## src/rtl/frame_backup_stack.sv

```systemverilog
// LIFO of register-file snapshots with swap, full/empty status,
// error pulses and optional overwrite-oldest mode.
module frame_backup_stack #(
  parameter int WIDTH = 16,
  parameter int NREGS = 16,
  parameter int DEPTH = 8,
  parameter int WRAP  = 0,
  localparam int FW = NREGS * WIDTH,
  localparam int CW = $clog2(DEPTH + 1)
) (
  input  logic          clk,
  input  logic          reset_n,
  input  logic          backup,
  input  logic          restore,
  input  logic [FW-1:0] dataIn,
  output logic [FW-1:0] dataOut,
  output logic          restoreOut,
  output logic [CW-1:0] frameCount,
  output logic          full,
  output logic          empty,
  output logic          overflow,
  output logic          dropped,
  output logic          underflow
);

  localparam int PW = (DEPTH > 1) ? $clog2(DEPTH) : 1;
  localparam logic [PW-1:0] LAST = PW'(DEPTH - 1);

  logic [FW-1:0] r_mem [DEPTH];
  logic [PW-1:0] r_top;
  logic [CW-1:0] r_count;
  logic [FW-1:0] r_dout;
  logic          r_ro;
  logic          r_ovf;
  logic          r_drop;
  logic          r_und;

  logic [PW-1:0] w_top_inc;
  logic [PW-1:0] w_top_dec;
  logic          w_full;
  logic          w_empty;
  logic          w_swap;
  logic          w_push;
  logic          w_pop;
  logic          w_we;
  logic [PW-1:0] w_waddr;

  assign w_top_inc = (r_top == LAST) ? '0 : r_top + PW'(1);
  assign w_top_dec = (r_top == '0) ? LAST : r_top - PW'(1);
  assign w_full    = (r_count == CW'(DEPTH));
  assign w_empty   = (r_count == '0);
  assign w_swap    = backup & restore;
  assign w_push    = backup & ~restore;
  assign w_pop     = restore & ~backup;

  // A swap writes in place; a push (or wrap overwrite) writes one slot up.
  assign w_we    = (w_swap & ~w_empty)
                 | (w_push & (~w_full | (WRAP != 0)));
  assign w_waddr = w_swap ? r_top : w_top_inc;

  always_ff @(posedge clk) begin
    if (w_we) r_mem[w_waddr] <= dataIn;
  end

  always_ff @(posedge clk or negedge reset_n) begin
    if (!reset_n) begin
      r_top   <= LAST;
      r_count <= '0;
      r_dout  <= '0;
      r_ro    <= 1'b0;
      r_ovf   <= 1'b0;
      r_drop  <= 1'b0;
      r_und   <= 1'b0;
    end else begin
      r_ro   <= 1'b0;
      r_ovf  <= 1'b0;
      r_drop <= 1'b0;
      r_und  <= 1'b0;
      unique case (1'b1)
        w_swap: begin
          r_dout <= w_empty ? dataIn : r_mem[r_top];
          r_ro   <= 1'b1;
        end
        w_push: begin
          if (!w_full) begin
            r_top   <= w_top_inc;
            r_count <= r_count + CW'(1);
            r_dout  <= dataIn;
          end else if (WRAP != 0) begin
            r_top  <= w_top_inc;
            r_dout <= dataIn;
            r_drop <= 1'b1;
          end else begin
            r_ovf <= 1'b1;
          end
        end
        w_pop: begin
          if (!w_empty) begin
            r_dout  <= r_mem[r_top];
            r_top   <= w_top_dec;
            r_count <= r_count - CW'(1);
            r_ro    <= 1'b1;
          end else begin
            r_und <= 1'b1;
          end
        end
        default: ;
      endcase
    end
  end

  assign dataOut    = r_dout;
  assign restoreOut = r_ro;
  assign frameCount = r_count;
  assign full       = w_full;
  assign empty      = w_empty;
  assign overflow   = r_ovf;
  assign dropped    = r_drop;
  assign underflow  = r_und;

endmodule

```

## config.mk

```make
export PLATFORM = sky130hd
export DESIGN_NAME = frame_backup_stack
export DESIGN_NICKNAME = d
export VERILOG_FILES = /design/src/rtl/frame_backup_stack.sv
export SDC_FILE = /design/constraint.sdc
export NUM_CORES = 2
export LEC_CHECK = 0
export ABC_AREA = 0
export BUFFER_PORTS_ARGS = -buffer_cell sky130_fd_sc_hd__buf_2
export CAP_MARGIN = 20
export CORE_UTILIZATION = 50
export DETAILED_ROUTE_END_ITERATION = 12
export PLACE_DENSITY = 0.68
export SLEW_MARGIN = 20
export SYNTH_ARGS = -nofsm -noshare
export SYNTH_HDL_FRONTEND = slang
export SYNTH_SLANG_ARGS = --single-unit
```

## constraint.sdc

```tcl
create_clock -name clk -period 15.5 [get_ports clk]
set_input_delay 0.775 -clock clk [delete_from_list [all_inputs] [get_ports clk]]
set_output_delay 0.775 -clock clk [all_outputs]
set_load 0.01 [all_outputs]
```

==> After elaboration in Yosys (flattened, before gate mapping) <==
Memory sizes are Yosys's and may differ from the RTL's.
Index checks and enable logic that the tools add are counted.
{ "word_totals": {"wordCells": 52, "ff_bits": 266, "n_memories": 1, "ram_bits": 2048} }
{ "op_classes": {"n_eq_ne": 4, "reduce_logical": 6, "n_bitwise": 10, "muxes": 21, "add_sub_neg": 4} }
{ "memory_table": {"columns": ["memory", "depth", "width", "rd", "rd_clocked_by_memory_dff", "wr", "line_no", "text"], "rows": [
  ["r_mem", 8, 256, 1, 0, 1, "29", "logic [FW-1:0] r_mem [DEPTH];"]
]} }
{ "ops": {"columns": ["operator", "n"], "rows": [
  ["256-bit two-way mux", 3],
  ["256-bit case mux with 3 select lines", 1],
  ["3-bit two-way mux", 5],
  ["4-bit two-way mux", 2],
  ["4-bit case mux with 2 select lines", 1],
  ["1-bit two-way mux", 7],
  ["3-bit case mux with 2 select lines", 1],
  ["3-bit AND reduction", 2],
  ["1-bit AND", 5],
  ["4-bit by 1-bit adder with 4-bit output, second input constant", 1],
  ["4-bit == test, second input constant", 1],
  ["4-bit zero test", 1],
  ["2-bit != test, second input constant", 2],
  ["1-bit NOT", 4],
  ["4-bit by 1-bit subtractor with 4-bit output, second input constant", 1],
  ["3-bit by 1-bit adder with 3-bit output, second input constant", 1],
  ["3-bit == test, second input constant", 1],
  ["3-bit zero test", 1],
  ["3-bit nonzero test", 1],
  ["3-bit by 1-bit subtractor with 3-bit output, second input constant", 1],
  ["1-bit case mux with 2 select lines", 1],
  ["2-bit nonzero test", 1],
  ["1-bit bitwise OR", 1]
]} }

==> Longest topological paths before layout <==
{ "depth": {"word_depth": 6, "mapped_depth": 9, "depth_no_buf": 8} }

==> Worst setup path before layout <==
OpenSTA, ideal clock, no wires.
{ "synth_timing": {"kind": "register to register", "from": "reg r_top[0]", "to": "mem r_mem[3][0] (netlist bit) (enable)", "setup_slack_ns": 1.875, "required_ns": 14.622, "t_arrival_ns": 12.747, "setup_time_ns": 0.878, "period_less_slack_ns": 13.625, "stages_incl_launch_ff": 10, "path_cell_list": "dfstp_2 -> clkbuf_1 -> buf_6 -> clkbuf_1 -> inv_1 -> ha_1 -> inv_1 -> nor4_1 -> a31oi_1 -> nor2_1"} }
{ "synth_between": {"elab_chain_len": 3, "elab_cells_between_ends": 4, "cone_classes": "add/sub: 1; eq/ne: 1; mux: 2"} }
{ "synth_lines": {"columns": ["item", "line_no", "text"], "rows": [
  ["from (decl)", "30", "logic [PW-1:0] r_top;"],
  ["from (signal assigned)", "86", "r_top <= w_top_inc;"],
  ["from (signal assigned)", "90", "r_top <= w_top_inc;"],
  ["from (signal assigned)", "100", "r_top <= w_top_dec;"],
  ["3-bit by 1-bit adder with 3-bit output / 3-bit == test (equally long branches)", "48", "assign w_top_inc = (r_top == LAST) ? '0 : r_top + PW'(1);"],
  ["3-bit two-way mux", "48", null],
  ["3-bit two-way mux *", "59", "assign w_waddr = w_swap ? r_top : w_top_inc;"],
  ["to (decl)", "29", null]
]} }
Mark *: on every way between the ends. The rest lies on a longest branch, timed or not.

==> Worst setup path in the final report <==
{ "layout_timing": {"from": "reg r_top[1]", "to": "mem r_mem[4][55] (netlist bit) (enable)"} }
Same word-level chain as after synthesis.

==> impl_metrics.ini <==
[status]
run_status = finished clean

[clock_network]
htreeDepth = 4
postCtsSetupBuffers = 0
cts_tree = done
clkTransAtPathRegs_ns = 0.06
numCtsBuffers = 223
cts_root_buf = clkbuf_16
clock-sinks = 2314
clkLatencyLatePin_ns = 0.86
cts_max_path_buffers = 3

[worst_hold_path]
hp-start = dataIn[48]
hold_path_class = in -> reg

[placement]
gp_congestion = 0.759
hpwl_um = 103000
dpl_worst_slack_ns = 9.39
portBuffers = 524

[critical_path]
critPathKind = reg -> reg
cpMostUsedCell = buf_4
critPathCaptureType = flop
max_stage_delay_ns = 1.14
r2r-start = r_top[1]
path_max_fanout = 59
cp-startpoint = r_top[1]
startpoint_type = flop
required_ns = 15.95
critPathSlowestCell = dfstp_4
cp_cell_sequence = buf_4 -> ha_1 -> ha_1 -> or3b_2 -> a21o_1 -> nor2_4 -> buf_4 -> buf_4
cp.arrival_ns = 6.55

[logic_synthesis]
syn-cell-area_um2 = 88400
synth_area_leader_cell = edfxtp_1
synthTopCellsByArea = edfxtp_1 70%, mux4_2 13%, dfrtp_1 7.4%, mux2_2 3.3%, a221o_1 2.9%
synthFlopType = edfxtp_1
yosysTopAreaCellShare_pct = 69.6
ys_types = 44
async_flop_share_pct = 11.5
synth_edf_count = 2048
synth_fp_nets = 4180
yosys_warnings = 0
yosysSeqAreaShare_pct = 77.1
synth-seq-cells = 2314
synth_cells = 3910
avgSynthCellArea_um2 = 22.6
synthTopCellsByCount = 2048 x edfxtp_1, 512 x mux4_2, 263 x dfrtp_1, 257 x and2_1, 257 x mux2_2
synth.most_common_cell = edfxtp_1

[global_routing]
grt_usage_pct = 22.6
grt_max_degree = 137
grt_pass1_vias = 44900
antenna_found_initial = 62
grt_first_pass_wirelength_um = 299000
grt_overflow = 0

[drt]
drc = 0
initialDrtViolationCount = 3201
drt-vias-per-instance = 6.03
ant_nets = 0
route.vias.total = 42400
wl_per_cell_um = 28.5
dr.pass1.iters = 5
routed_wl_um = 200000

[sta]
finClkSkew_ns = 0.0293
min_period_ns = 6.09
slew_headroom_pct = 23.8
fmax_mhz = 164
slew_violations = 0
finalHoldViolations = 0
max_slew.worst_pin.slew_ns = 1.14
tns_ns = 0
setup_viol = 0
post-route-period-util_pct = 39.3
grt_setup_unrepaired = no
worst_slack_ns = 9.41

[layout]
fin_nets = 4773
drive_gt1_share_pct = 36.5
syn_to_final_growth_pct = 14.1

[floorplan]
io_pins = 526
core-area_um2 = 175000
dieArea_um2 = 178000
die_h_um = 422
start_util_pct = 50.6
rows = 153
die_w_um = 422

[power_and_ir_drop]
power_leakage_nw = 34.0
ir_drop_v = 0.000155
cellPowerDensity_nw_per_um2 = 187
total_power_mw = 18.9

[flow_run]
cap_violations = 0
path summary, 6_finish.rpt:
| check | to | slack (ns) | cells after the start |
|---|---|---|---|
| min in group asynchronous | dataOut[11] | 0.52 | 2 |
| hold / removal | r_mem[3][48] | 0.21 | 1 |
| max in group asynchronous | dataOut[138] | 12.11 | 5 |
| setup reg to reg | r_mem[4][55] | 9.41 | 8 |
| setup / recovery | r_mem[4][55] | 9.41 | 8 |
| hold reg to reg | dataOut[204] | 0.58 | 2 |
metal layers:
metal	GRT usage (%)	routed length [um]	vias to the layer above
met5	0	268	-
met4	7.10	5750	42
met3	4.32	12000	362
met2	37.4	101000	1389
met1	30.4	81800	22900
li1	-	-	17700
layout by cell type (no fill, tap or decap), types with 4 or more instances in the layout:
cell type / synthesis / routed
nor2_4: 0 / 8
clkinvlp_4: 0 / 5
edfxtp_1: 2048 / 2048
buf_2: 67 / 523
nand2_1: 6 / 6
inv_6: 0 / 6
clkbuf_8: 0 / 26
a221o_1: 256 / 256
buf_12: 0 / 10
mux2_2: 257 / 257
buf_4: 1 / 67
clkbuf_16: 0 / 226
clkinv_2: 0 / 44
ha_1: 10 / 10
diode_2: 0 / 15
mux4_2: 512 / 512
nor2_1: 12 / 4
inv_1: 7 / 7
a21oi_1: 6 / 6
and2_1: 257 / 257
clkinv_8: 0 / 4
clkbuf_1: 121 / 64
dfrtp_1: 263 / 263
bufinv_16: 0 / 12
clkinv_4: 0 / 4
clkinv_1: 1 / 28
repair_timing:
action | CTS | global route
hold buffers | 1 | 0
hold endpoints to repair | 63 | 0
resized for setup | 0 | 0
power breakdown:
group / internal (mW) / switching, mW / total, mW / leakage, nW
registers: 8.00 / 0.458 / 8.45 / 21.9
logic: 2.47 / 2.66 / 5.13 / 8.64
clock network: 3.01 / 2.28 / 5.29 / 3.53
layout make-up:
type	count	area, um2
clock buffers	316	6250
inverters	8	30.0
repair buffers	602	3350
flip-flops and latches	2314	68200
fillers	12600	73900
multi-input cells	1354	19200
clock inverters	105	933
diodes	15	37.5
well taps	2325	2910
worst max-delay path: cells and delay by family, from the launching register on:
kind,cells,cell delay [ns]
AO/OA/AOI/OAI,1,0.32
AND/OR/NAND/NOR,2,1.02
buffers and inverters,3,2.54
flip-flops,1,1.14
adder cells (fa/ha/maj),2,0.44
logic make-up after synthesis:
group	share of synthesized area [%]
adders and majority gates	0.142
xor gates and xnor gates	0.0595
other	0.00424
AOI/OAI and AO/OA	3.09
buffers and inverters	1.26
and+or+nand+nor	2.01
DFF	77.1
muxes	16.3
per-stage QoR:
| step | hold slack [ns] | utilization, % | cell area (um2) | cells |
|---|---|---|---|---|
| floorplan | 0.479 | - | 88400 | 3910 |
| global placement | 0.560 | 53.6 | 93700 | 6602 |
| detailed placement | 0.555 | 53.6 | 93700 | 6602 |
| CTS | 0.125 | 57.7 | 101000 | 7024 |
| global route | 0.165 | 57.7 | 101000 | 7034 |
| finish | 0.209 | 57.7 | 101000 | 7039 |
sequential cells by signal, indices dropped and copies added, names as in the netlist:
signal,cells
dataOut,256
frameCount,4
overflow,1
r_mem,2048
r_top,3
restoreOut,1
underflow,1
Note: power is estimated with default switching activity, not from simulation.
